==> src/rtl/i2c_pkg.sv <==
// i2c_pkg: status codes, FSM encoding and bus widths shared by the I2C master arbiter.
package i2c_pkg;
   localparam int AW = 7;
   localparam int DW = 8;
   localparam logic [1:0] ERR_OK      = 2'b00;
   localparam logic [1:0] ERR_NACK    = 2'b01;
   localparam logic [1:0] ERR_TIMEOUT = 2'b10;
   typedef enum logic [1:0] {IDLE, LAUNCH, RUN, RESP} state_t;
endpackage

==> src/rtl/i2c_master_arbiter_if.sv <==
// i2c_master_arbiter_if: requester-side and master-side signals of the I2C master arbiter.
interface i2c_master_arbiter_if #(parameter int NREQ = 4);
   import i2c_pkg::*;
   logic [NREQ-1:0]    req;
   logic [NREQ-1:0]    req_rw;
   logic [AW*NREQ-1:0] req_addr;
   logic [DW*NREQ-1:0] req_wdata;
   logic [NREQ-1:0]    gnt;
   logic [NREQ-1:0]    done;
   logic [DW-1:0]      rdata;
   logic [1:0]         err;
   logic               m_enable;
   logic               m_rw;
   logic [AW-1:0]      m_addr;
   logic [DW-1:0]      m_wdata;
   logic [DW-1:0]      m_rdata;
   logic               m_error;
   logic               m_busy;
   modport master (
      input  req, req_rw, req_addr, req_wdata, m_rdata, m_error, m_busy,
      output gnt, done, rdata, err, m_enable, m_rw, m_addr, m_wdata
   );
   modport slave (
      output req, req_rw, req_addr, req_wdata, m_rdata, m_error, m_busy,
      input  gnt, done, rdata, err, m_enable, m_rw, m_addr, m_wdata
   );
endinterface

==> src/rtl/rr_pick.sv <==
// rr_pick: combinational round-robin picker; searches upward from last_i+1 and returns one-hot winner and index.
module rr_pick #(
   parameter int N  = 4,
   parameter int IW = (N > 1) ? $clog2(N) : 1
) (
   input  logic [N-1:0]  req_i,
   input  logic [IW-1:0] last_i,
   output logic [N-1:0]  gnt_o,
   output logic [IW-1:0] idx_o,
   output logic          any_o
);
   always_comb begin
      logic [IW-1:0] j;
      j = '0;
      idx_o = '0;
      // walk offsets from farthest to nearest so the nearest requester wins
      for (int k = N; k >= 1; k--) begin
         j = IW'((int'(last_i) + k) % N);
         idx_o = req_i[j] ? j : idx_o;
      end
      any_o = |req_i;
      gnt_o = any_o ? N'(1) << idx_o : '0;
   end
endmodule

==> src/rtl/i2c_master_arbiter.sv <==
// i2c_master_arbiter: shares one single-byte I2C master among NREQ requesters with round-robin
// grants, launch/run watchdogs and per-transaction status return.
module i2c_master_arbiter #(
   parameter int NREQ     = 4,
   parameter int TIMEOUT  = 1023,
   parameter int START_TO = 7
) (
   input logic clk_i,
   input logic rst_i,
   i2c_master_arbiter_if.master bus
);
   import i2c_pkg::*;
   localparam int IW = (NREQ > 1) ? $clog2(NREQ) : 1;
   localparam int CW = $clog2(TIMEOUT + 1);
   state_t          state_q, state_d;
   logic [CW-1:0]   cnt_q, cnt_d;
   logic [IW-1:0]   last_q, last_d, gidx_q, gidx_d, pick_idx;
   logic [NREQ-1:0] gnt_q, gnt_d, pick_gnt;
   logic            pick_any, rw_q, rw_d, nack_q, nack_d;
   logic [AW-1:0]   addr_q, addr_d;
   logic [DW-1:0]   wdata_q, wdata_d, rdata_q, rdata_d;
   logic [1:0]      err_q, err_d;
   rr_pick #(.N(NREQ), .IW(IW)) u_pick (
      .req_i (bus.req),
      .last_i(last_q),
      .gnt_o (pick_gnt),
      .idx_o (pick_idx),
      .any_o (pick_any)
   );
   always_comb begin
      state_d = state_q;
      cnt_d = cnt_q + CW'(cnt_q != '1);
      last_d = last_q;
      gidx_d = gidx_q;
      gnt_d = gnt_q;
      rw_d = rw_q;
      nack_d = nack_q;
      addr_d = addr_q;
      wdata_d = wdata_q;
      rdata_d = rdata_q;
      err_d = err_q;
      unique case (state_q)
         IDLE: begin
            cnt_d = '0;
            nack_d = 1'b0;
            if (pick_any) begin
               state_d = LAUNCH;
               gnt_d = pick_gnt;
               gidx_d = pick_idx;
               rw_d = bus.req_rw[pick_idx];
               addr_d = bus.req_addr[int'(pick_idx)*AW +: AW];
               wdata_d = bus.req_wdata[int'(pick_idx)*DW +: DW];
            end
         end
         LAUNCH: begin
            if (bus.m_busy) begin
               state_d = RUN;
               cnt_d = '0;
            end else if (cnt_q == CW'(START_TO)) begin
               state_d = RESP;
               err_d = ERR_TIMEOUT;
               rdata_d = '0;
            end
         end
         RUN: begin
            nack_d = nack_q | bus.m_error;
            // a BUSY fall on the timeout cycle still counts as completion
            if (!bus.m_busy) begin
               state_d = RESP;
               rdata_d = rw_q ? '0 : bus.m_rdata;
               err_d = nack_d ? ERR_NACK : ERR_OK;
            end else if (cnt_q == CW'(TIMEOUT)) begin
               state_d = RESP;
               err_d = ERR_TIMEOUT;
               rdata_d = '0;
            end
         end
         default: begin
            state_d = IDLE;
            gnt_d = '0;
            last_d = gidx_q;
         end
      endcase
   end
   always_ff @(posedge clk_i or posedge rst_i) begin
      if (rst_i) begin
         state_q <= IDLE;
         cnt_q <= '0;
         last_q <= IW'(NREQ - 1);
         gidx_q <= '0;
         gnt_q <= '0;
         rw_q <= 1'b0;
         nack_q <= 1'b0;
         addr_q <= '0;
         wdata_q <= '0;
         rdata_q <= '0;
         err_q <= ERR_OK;
      end else begin
         state_q <= state_d;
         cnt_q <= cnt_d;
         last_q <= last_d;
         gidx_q <= gidx_d;
         gnt_q <= gnt_d;
         rw_q <= rw_d;
         nack_q <= nack_d;
         addr_q <= addr_d;
         wdata_q <= wdata_d;
         rdata_q <= rdata_d;
         err_q <= err_d;
      end
   end
   assign bus.gnt = gnt_q;
   assign bus.done = (state_q == RESP) ? gnt_q : '0;
   assign bus.rdata = rdata_q;
   assign bus.err = err_q;
   assign bus.m_enable = (state_q == LAUNCH);
   assign bus.m_rw = rw_q;
   assign bus.m_addr = addr_q;
   assign bus.m_wdata = wdata_q;
endmodule

==> src/flat_wrapper.sv <==
// flat-port wrapper written by rule: the top's interface ports become plain ports
module i2c_master_arbiter_flat import i2c_pkg::*;
#(
   parameter int NREQ     = 4,
   parameter int TIMEOUT  = 1023,
   parameter int START_TO = 7
)
  (clk_i, rst_i, bus_req, bus_req_rw, bus_req_addr, bus_req_wdata, bus_m_rdata, bus_m_error, bus_m_busy, bus_gnt, bus_done, bus_rdata, bus_err, bus_m_enable, bus_m_rw, bus_m_addr, bus_m_wdata);
  i2c_master_arbiter_if #(.NREQ(NREQ)) bus_i ();
  input logic clk_i;
  input logic rst_i;
  input wire logic [$bits(bus_i.req)-1:0] bus_req;
  input wire logic [$bits(bus_i.req_rw)-1:0] bus_req_rw;
  input wire logic [$bits(bus_i.req_addr)-1:0] bus_req_addr;
  input wire logic [$bits(bus_i.req_wdata)-1:0] bus_req_wdata;
  input wire logic [$bits(bus_i.m_rdata)-1:0] bus_m_rdata;
  input wire logic [$bits(bus_i.m_error)-1:0] bus_m_error;
  input wire logic [$bits(bus_i.m_busy)-1:0] bus_m_busy;
  output wire logic [$bits(bus_i.gnt)-1:0] bus_gnt;
  output wire logic [$bits(bus_i.done)-1:0] bus_done;
  output wire logic [$bits(bus_i.rdata)-1:0] bus_rdata;
  output wire logic [$bits(bus_i.err)-1:0] bus_err;
  output wire logic [$bits(bus_i.m_enable)-1:0] bus_m_enable;
  output wire logic [$bits(bus_i.m_rw)-1:0] bus_m_rw;
  output wire logic [$bits(bus_i.m_addr)-1:0] bus_m_addr;
  output wire logic [$bits(bus_i.m_wdata)-1:0] bus_m_wdata;
  assign bus_i.req = bus_req;
  assign bus_i.req_rw = bus_req_rw;
  assign bus_i.req_addr = bus_req_addr;
  assign bus_i.req_wdata = bus_req_wdata;
  assign bus_i.m_rdata = bus_m_rdata;
  assign bus_i.m_error = bus_m_error;
  assign bus_i.m_busy = bus_m_busy;
  assign bus_gnt = bus_i.gnt;
  assign bus_done = bus_i.done;
  assign bus_rdata = bus_i.rdata;
  assign bus_err = bus_i.err;
  assign bus_m_enable = bus_i.m_enable;
  assign bus_m_rw = bus_i.m_rw;
  assign bus_m_addr = bus_i.m_addr;
  assign bus_m_wdata = bus_i.m_wdata;
  i2c_master_arbiter #(.NREQ(NREQ), .TIMEOUT(TIMEOUT), .START_TO(START_TO)) u_core (.clk_i(clk_i), .rst_i(rst_i), .bus(bus_i));
endmodule
==> config.mk <==
export PLATFORM = sky130hd
export DESIGN_NAME = i2c_master_arbiter_flat
export DESIGN_NICKNAME = d
export VERILOG_FILES = /design/src/rtl/i2c_pkg.sv /design/src/rtl/i2c_master_arbiter_if.sv /design/src/rtl/rr_pick.sv /design/src/rtl/i2c_master_arbiter.sv /design/src/flat_wrapper.sv
export SDC_FILE = /design/constraint.sdc
export NUM_CORES = 1
export LEC_CHECK = 0
export CORE_MARGIN = 1
export CORE_UTILIZATION = 30
export DETAILED_ROUTE_END_ITERATION = 10
export PLACE_DENSITY = 0.61
export SYNTH_ARGS = -nofsm -noshare
export SYNTH_HDL_FRONTEND = slang
export SYNTH_SLANG_ARGS = --single-unit
==> constraint.sdc <==
create_clock -name clk_i -period 3.21 [get_ports clk_i]
set_clock_uncertainty 0.2 [all_clocks]
set_input_delay 0.963 -clock clk_i [delete_from_list [all_inputs] [get_ports clk_i]]
set_output_delay 0.963 -clock clk_i [all_outputs]
set_load 0.03 [all_outputs]
# --- After elaboration in Yosys (flattened, before gate mapping) ---
# Index checks and enable logic that the tools add are counted.
op_classes:
  magnitude_cmp: 5
  shift: 3
  n_bitwise: 2
  reduce_logical: 10
  eq_ne: 11
  mux: 38
  n_mul: 1
  addsub: 5
op_table:
  columns: ["op", "count"]
  rows:
  - ["8-bit two-way mux", 5]
  - ["28-bit by 32-bit indexed part select with 7-bit output", 1]
  - ["32-bit by 6-bit indexed part select with 8-bit output", 1]
  - ["2-bit two-way mux", 13]
  - ["10-bit one-hot mux with 2 select lines", 1]
  - ["8-bit one-hot mux with 2 select lines", 1]
  - ["2-bit by 3-bit < comparator with 1-bit output, second input constant", 5]
  - ["10-bit by 1-bit adder with 10-bit output", 1]
  - ["1-bit binary-select mux with 2-bit select", 5]
  - ["10-bit equality test, second input constant", 1]
  - ["10-bit by 3-bit equality test with 1-bit output, second input constant", 1]
  - ["10-bit two-way mux", 1]
  - ["10-bit != test, second input constant", 1]
  - ["4-bit two-way mux", 2]
  - ["4-bit one-hot mux with 2 select lines", 1]
  - ["1-bit two-way mux", 6]
  - ["3-bit by 2-bit != test with 1-bit output, second input constant", 2]
  - ["2-bit one-hot mux with 3 select lines", 1]
  - ["2-bit by 3-bit multiplier with 5-bit output, second input constant", 1]
  - ["2-bit by 1-bit adder with 2-bit output, second input constant", 2]
  - ["2-bit adder, second input constant", 2]
  - ["2-bit equality test, second input constant", 2]
  - ["2-bit by 1-bit != test with 1-bit output, second input constant", 2]
  - ["2-bit one-hot mux with 2 select lines", 1]
  - ["14 further kinds", 16]
totals:
  register_bits: 47
  output_inout_bits: 35
  inputBits: 80
  word_cells: 86

# --- Logic depth before layout (Yosys ltp) ---
logic_depth:
  depth_word: 10
  depth_mapped: 7
  ltp_nobuf: 7

# --- Hierarchy ---
# A second synthesis with hierarchy kept.
unflattened:
  hier_cells: 238
  area_unflattened_um2: 2861.5
modules_own_cells:
  columns: ["module", "cells_each", "area_per_inst_um2", "n_inst", "seq_area_each_um2"]
  rows:
  - ["i2c_master_arbiter", 203, 2623.8, 1, 1178.6]
  - ["rr_pick", 35, 237.7, 1, 0.0]

# --- Worst setup path before layout ---
# No wires, ideal clock.
synth_path:
  kind: "input -> register"
  startpoint: "in bus_req[1]"
  endpoint: "reg u_core.addr_q[2] (netlist: u_core.bus.m_addr[2])"
  setup_ns: 0.128
  n_path_buf: 2
  cell_stages: 7
  arrival_time_ns: 2.240
  required_ns: 2.882
  slack_ns: 0.641
  cell_sequence: "buf_2 > inv_1 > o21ai_2 > a211oi_4 > buf_6 > mux2i_1 > o22ai_1"
synth_between:
  elab_chain_cells: 8
  elab_cells_between_ends: 16
  cone_classes: "mul: 1; shift: 1; mux: 12; reduce/logical: 2"
synth_rtl:
  columns: ["item", "line_no", "rtl"]
  rows:
  - ["start, declared", "flat_wrapper.sv:12", "input wire logic [$bits(bus_i.req)-1:0] bus_req;"]
  - ["1-bit binary-select mux with 2-bit select", "rr_pick.sv:19", "idx_o = req_i[j] ? j : idx_o;"]
  - ["1-bit two-way mux (not written as such)", "rr_pick.sv:19", null]
  - ["2-bit two-way mux (4 in series)", "rr_pick.sv:19", null]
  - ["2-bit by 3-bit multiplier with 5-bit output", "i2c_master_arbiter.sv:51", "addr_d = bus.req_addr[int'(pick_idx)*AW +: AW];"]
  - ["28-bit by 32-bit indexed part select with 7-bit output", "i2c_master_arbiter.sv:51", null]
  - ["end signal, assigned", "i2c_master_arbiter.sv:106", "addr_q <= addr_d;"]
  - ["end, declared", "i2c_master_arbiter.sv:20", "logic [AW-1:0] addr_q, addr_d;"]
# Several ways; a longest one is shown, not always the timed one. The select of a mux whose other input is x is not followed.
# A chain may end at the register's enable or synchronous reset.

# --- Worst setup path after layout ---
layout_path:
  startpoint: "reg u_core.state_q[0]"
  endpoint: "out bus_done[0]"
layout_between:
  elab_chain_cells: 2
layout_rtl:
  columns: ["item", "line_no", "rtl"]
  rows:
  - ["start, declared", "i2c_master_arbiter.sv:15", "state_t state_q, state_d;"]
  - ["start signal, assigned", "i2c_master_arbiter.sv:99", "state_q <= state_d;"]
  - ["2-bit equality test", "i2c_master_arbiter.sv:113", "assign bus.done = (state_q == RESP) ? gnt_q : '0;"]
  - ["4-bit two-way mux", "i2c_master_arbiter.sv:113", null]
  - ["end, declared", "flat_wrapper.sv:20", "output wire logic [$bits(bus_i.done)-1:0] bus_done;"]
# No other way between the ends.

==> reports/summary.txt <==
Status -> complete, no violations
Mapped Area -> 0.00261 mm^2
Fmax -> 325 MHz
Grt met2 use -> 27.7%
#FFs+latches synth -> 47
Setup ws final -> 0.131 ns
Worst Setup Start Kind -> register
WHS -> 0.277 ns
Commonest non-fill, non-tap cells in the layout -> 114 x clkdlybuf4s50_1, 45 x dfrtp_1, 33 x nor2_1
Die Wd -> 95.3 um
Core area -> 0.00834 mm^2
Fraction of registers with async set/reset -> 100%
Internal -> 0.00194 W
H-Tree Depth -> 2
Post-synthesis mux area share -> 6.99%
Port Buffers -> 114
Clk slew on worst S/H paths -> 0.09 ns
Leakage -> 1.68 nW
Vias in the first global route -> 2397
Sw Share -> 44.1%
Worst-path cell chain -> ha_1, and2_1, clkdlybuf4s50_1
Setup Buffers After CTS -> 0
Final Power -> 0.00347 W
Post-synth net total -> 348
Share of layout cells above drive strength 1 -> 9.07%
Max-Cap Viols -> 0
RSZ-0062 raised after global routing -> false
Fin util -> 48.6%
Final Hold Vio Count -> 0
Sequential share of power -> 29.8%
Met1 Use GR -> 22.6%
Vias per cell -> 5.14
Most common cell after layout, fill and taps aside -> clkdlybuf4s50_1
GR Util All Layers -> 16.8%
Sw power -> 0.00153 W
Gate power share -> 58.6%
Met3 usage -> 3.19%
Cell at the slowest stage of the critical path -> clkdlybuf4s50_1
Synth cell types -> 48
CP Capture Type -> primary output
Grt peak-use layer -> met2
Relative slew slack -> 52.2%
Share of the yosys chip area belonging to registers -> 45.1%
Worst Max-Slew Pin Slew -> 0.716 ns
EDFF count, synth -> 0
IO Count -> 115
Worst EP arrival -> 1.92 ns
GP Congestion -> 0.817
CTS tree -> done
Setup-failing EPs final -> 0
VDD IR max -> 0.319 mV
Final TNS setup -> 0 ns
Initial antenna violation count -> 0
Wire length of the first global-routing pass -> 11800 um
Initial Util -> 31.3%
Post-Synth Adder-Cell Area -> 3.35%
Hold_buf cts -> 0
Fillers -> 803
CTS Buf Count -> 5
Critical path type -> register to primary output
YS warnings -> 0
Syn Inst Count -> 261
First DRT Iteration DRCs -> 89
Power per cell area -> 856 mW/mm^2
Post-synthesis area per instance -> 10.0 um^2
Num rows -> 33
Clk_lat worst skew -> 0.30 ns
Root Driver -> clkbuf_8
Antenna violation net count after detailed routing -> 0
Synth Flop Type -> dfrtp_1
Worst slack, placed -> -0.269 ns
ANT cells -> 0
Nets -> 472
CP Max Fanout -> 7
Crit path time final -> 3.08 ns
Post-Synth XOR/XNOR Area -> 2.01%
Overall routed net length -> 7520 um
Synth Area in Compound Gates -> 25.0%
Clock share of power -> 11.6%
Avg WL per Cell -> 15.3 um
Final worst path period share -> 95.9%
Final Max Slew Viols -> 0
Die area -> 0.00909 mm^2
Post-CTS Resized -> 0
Synthesis-to-finish area growth -> 55.2%
Half-perimeter wire length after placement -> 5650 um
Crit path largest cell delay -> 0.69 ns
Worst Path Required -> 2.05 ns
Clk sinks -> 47
Maximum clock insertion buffer count -> 2
Die height -> 95.3 um
First drt pass iteration count -> 4
GRT overflow -> 0
Vias post-DR -> 2522
Largest family of logic cells by synthesized area -> compound AO/OA/AOI/OAI gates
Largest net degree at the start of global routing -> 32
Drt drc -> 0
Hold Crit Class -> register to register
Post-synthesis simple-gate area fraction -> 13.8%
## worst paths after layout
| check | slack (ns) | endpoint | startpoint | cells after the start |
|---|---|---|---|---|
| worst max-delay path | 0.13 | bus_done[0] | u_core.state_q[0]$_DFFE_PP0P_ | 3 |
| worst min register to register | 0.28 | u_core.gidx_q[0]$_DFFE_PP0P_ | u_core.gidx_q[0]$_DFFE_PP0P_ | 2 |
| min in group asynchronous | 0.85 | u_core.bus.gnt[2]$_DFFE_PP0P_ | rst_i | 2 |
| worst max register to register | 1.08 | u_core.bus.m_addr[2]$_DFFE_PP0P_ | u_core.last_q[0]$_DFFE_PP1N_ | 5 |
| worst min-delay path | 0.28 | u_core.gidx_q[0]$_DFFE_PP0P_ | u_core.gidx_q[0]$_DFFE_PP0P_ | 2 |
| max in group asynchronous | 1.39 | u_core.cnt_q[8]$_DFF_PP0_ | rst_i | 3 |
## critical path: cells and delay by family, from the launching register on
family | cells | cell delay, ns
flip-flops | 1 | 0.41
adder cells (fa/ha/maj) | 1 | 0.34
AND/OR/NAND/NOR | 1 | 0.17
buffers and inverters | 1 | 0.69
## final cells by class
type                    count  area [um^2]  share of cell area (%)
multi-input cells         193         1350                    33.2
inverters                  10         37.5                   0.925
clock buffers               7         96.3                    2.38
well taps                 105          131                    3.24
repair buffers            128         1260                    31.0
flip-flops and latches     47         1180                    29.1
clock inverters             1         7.51                   0.185
## synthesized netlist by cell type (all sizes together), types with 2 or more instances
library cell | instances | area share [%]
dfstp | 2 | 2.0
nor3b | 2 | 0.57
buf | 7 | 1.8
nor2 | 35 | 5.1
nand2 | 9 | 1.3
nand2b | 3 | 0.72
nor3 | 2 | 0.38
nor2b | 2 | 0.48
and3 | 2 | 0.48
and2 | 4 | 0.96
a22oi | 2 | 0.57
nand3 | 7 | 1.3
mux2i | 16 | 6.1
inv | 10 | 1.4
xor2 | 5 | 1.7
or3 | 3 | 0.72
a211oi | 2 | 1.1
o22ai | 15 | 3.6
nand4 | 2 | 0.48
a221o | 2 | 0.77
dfrtp | 45 | 43
a22o | 12 | 4.0
nor4 | 2 | 0.48
o22a | 2 | 0.67
ha | 7 | 3.4
a221oi | 16 | 6.0
o21ai | 22 | 4.4
clkbuf | 4 | 0.57
a21oi | 6 | 1.1
mux2 | 2 | 0.86
o2bb2ai | 2 | 0.91
## layer usage
layer  routed length [um]  part of all wire (%)  up-vias
met1                 3420                    46     1212
met3                  430                   5.7        7
met4                   75                   1.0        0
met2                 3590                    48       75
li1                     -                     -     1228
met5                    0                     0        -
## through the flow
step / instance area [um^2] / instances
CTS: 4050 / 491
global route: 4060 / 491
detailed placement: 3950 / 483
global placement: 3950 / 483
finish: 4060 / 491
floorplan: 2610 / 261
## flip-flops by register name (all words and copies together), names as in the netlist
name and cells:
u_core.bus.m_wdata 8, u_core.bus.m_addr 7, u_core.bus.gnt 4, u_core.cnt_q 10, u_core.nack_q 1, u_core.bus.err 2
u_core.bus.rdata 8, u_core.state_q 2, u_core.last_q 2, u_core.bus.m_rw 1, u_core.gidx_q 2
## cells by family (layout without fill, tap and decap cells)
group	count (synthesis)	count (layout)
fa+ha+maj	7	7
simple gates	75	75
compound gates	87	87
flops	47	47
mux	18	18
xor+xnor	6	6
buf+inv	21	146
## power groups by stage
| stage | logic, W | clock network [W] | registers, W |
|---|---|---|---|
| global placement | 0.00201 | 0 | 0.00104 |
| global route | 0.00221 | 0.000432 | 0.00107 |
| detailed placement | 0.00205 | 0 | 0.00104 |
| CTS | 0.00205 | 0.000411 | 0.00104 |
| floorplan | 0.000986 | 0 | 0.00133 |
| finish | 0.00203 | 0.000402 | 0.00104 |
(Power assumes the default switching activity.)
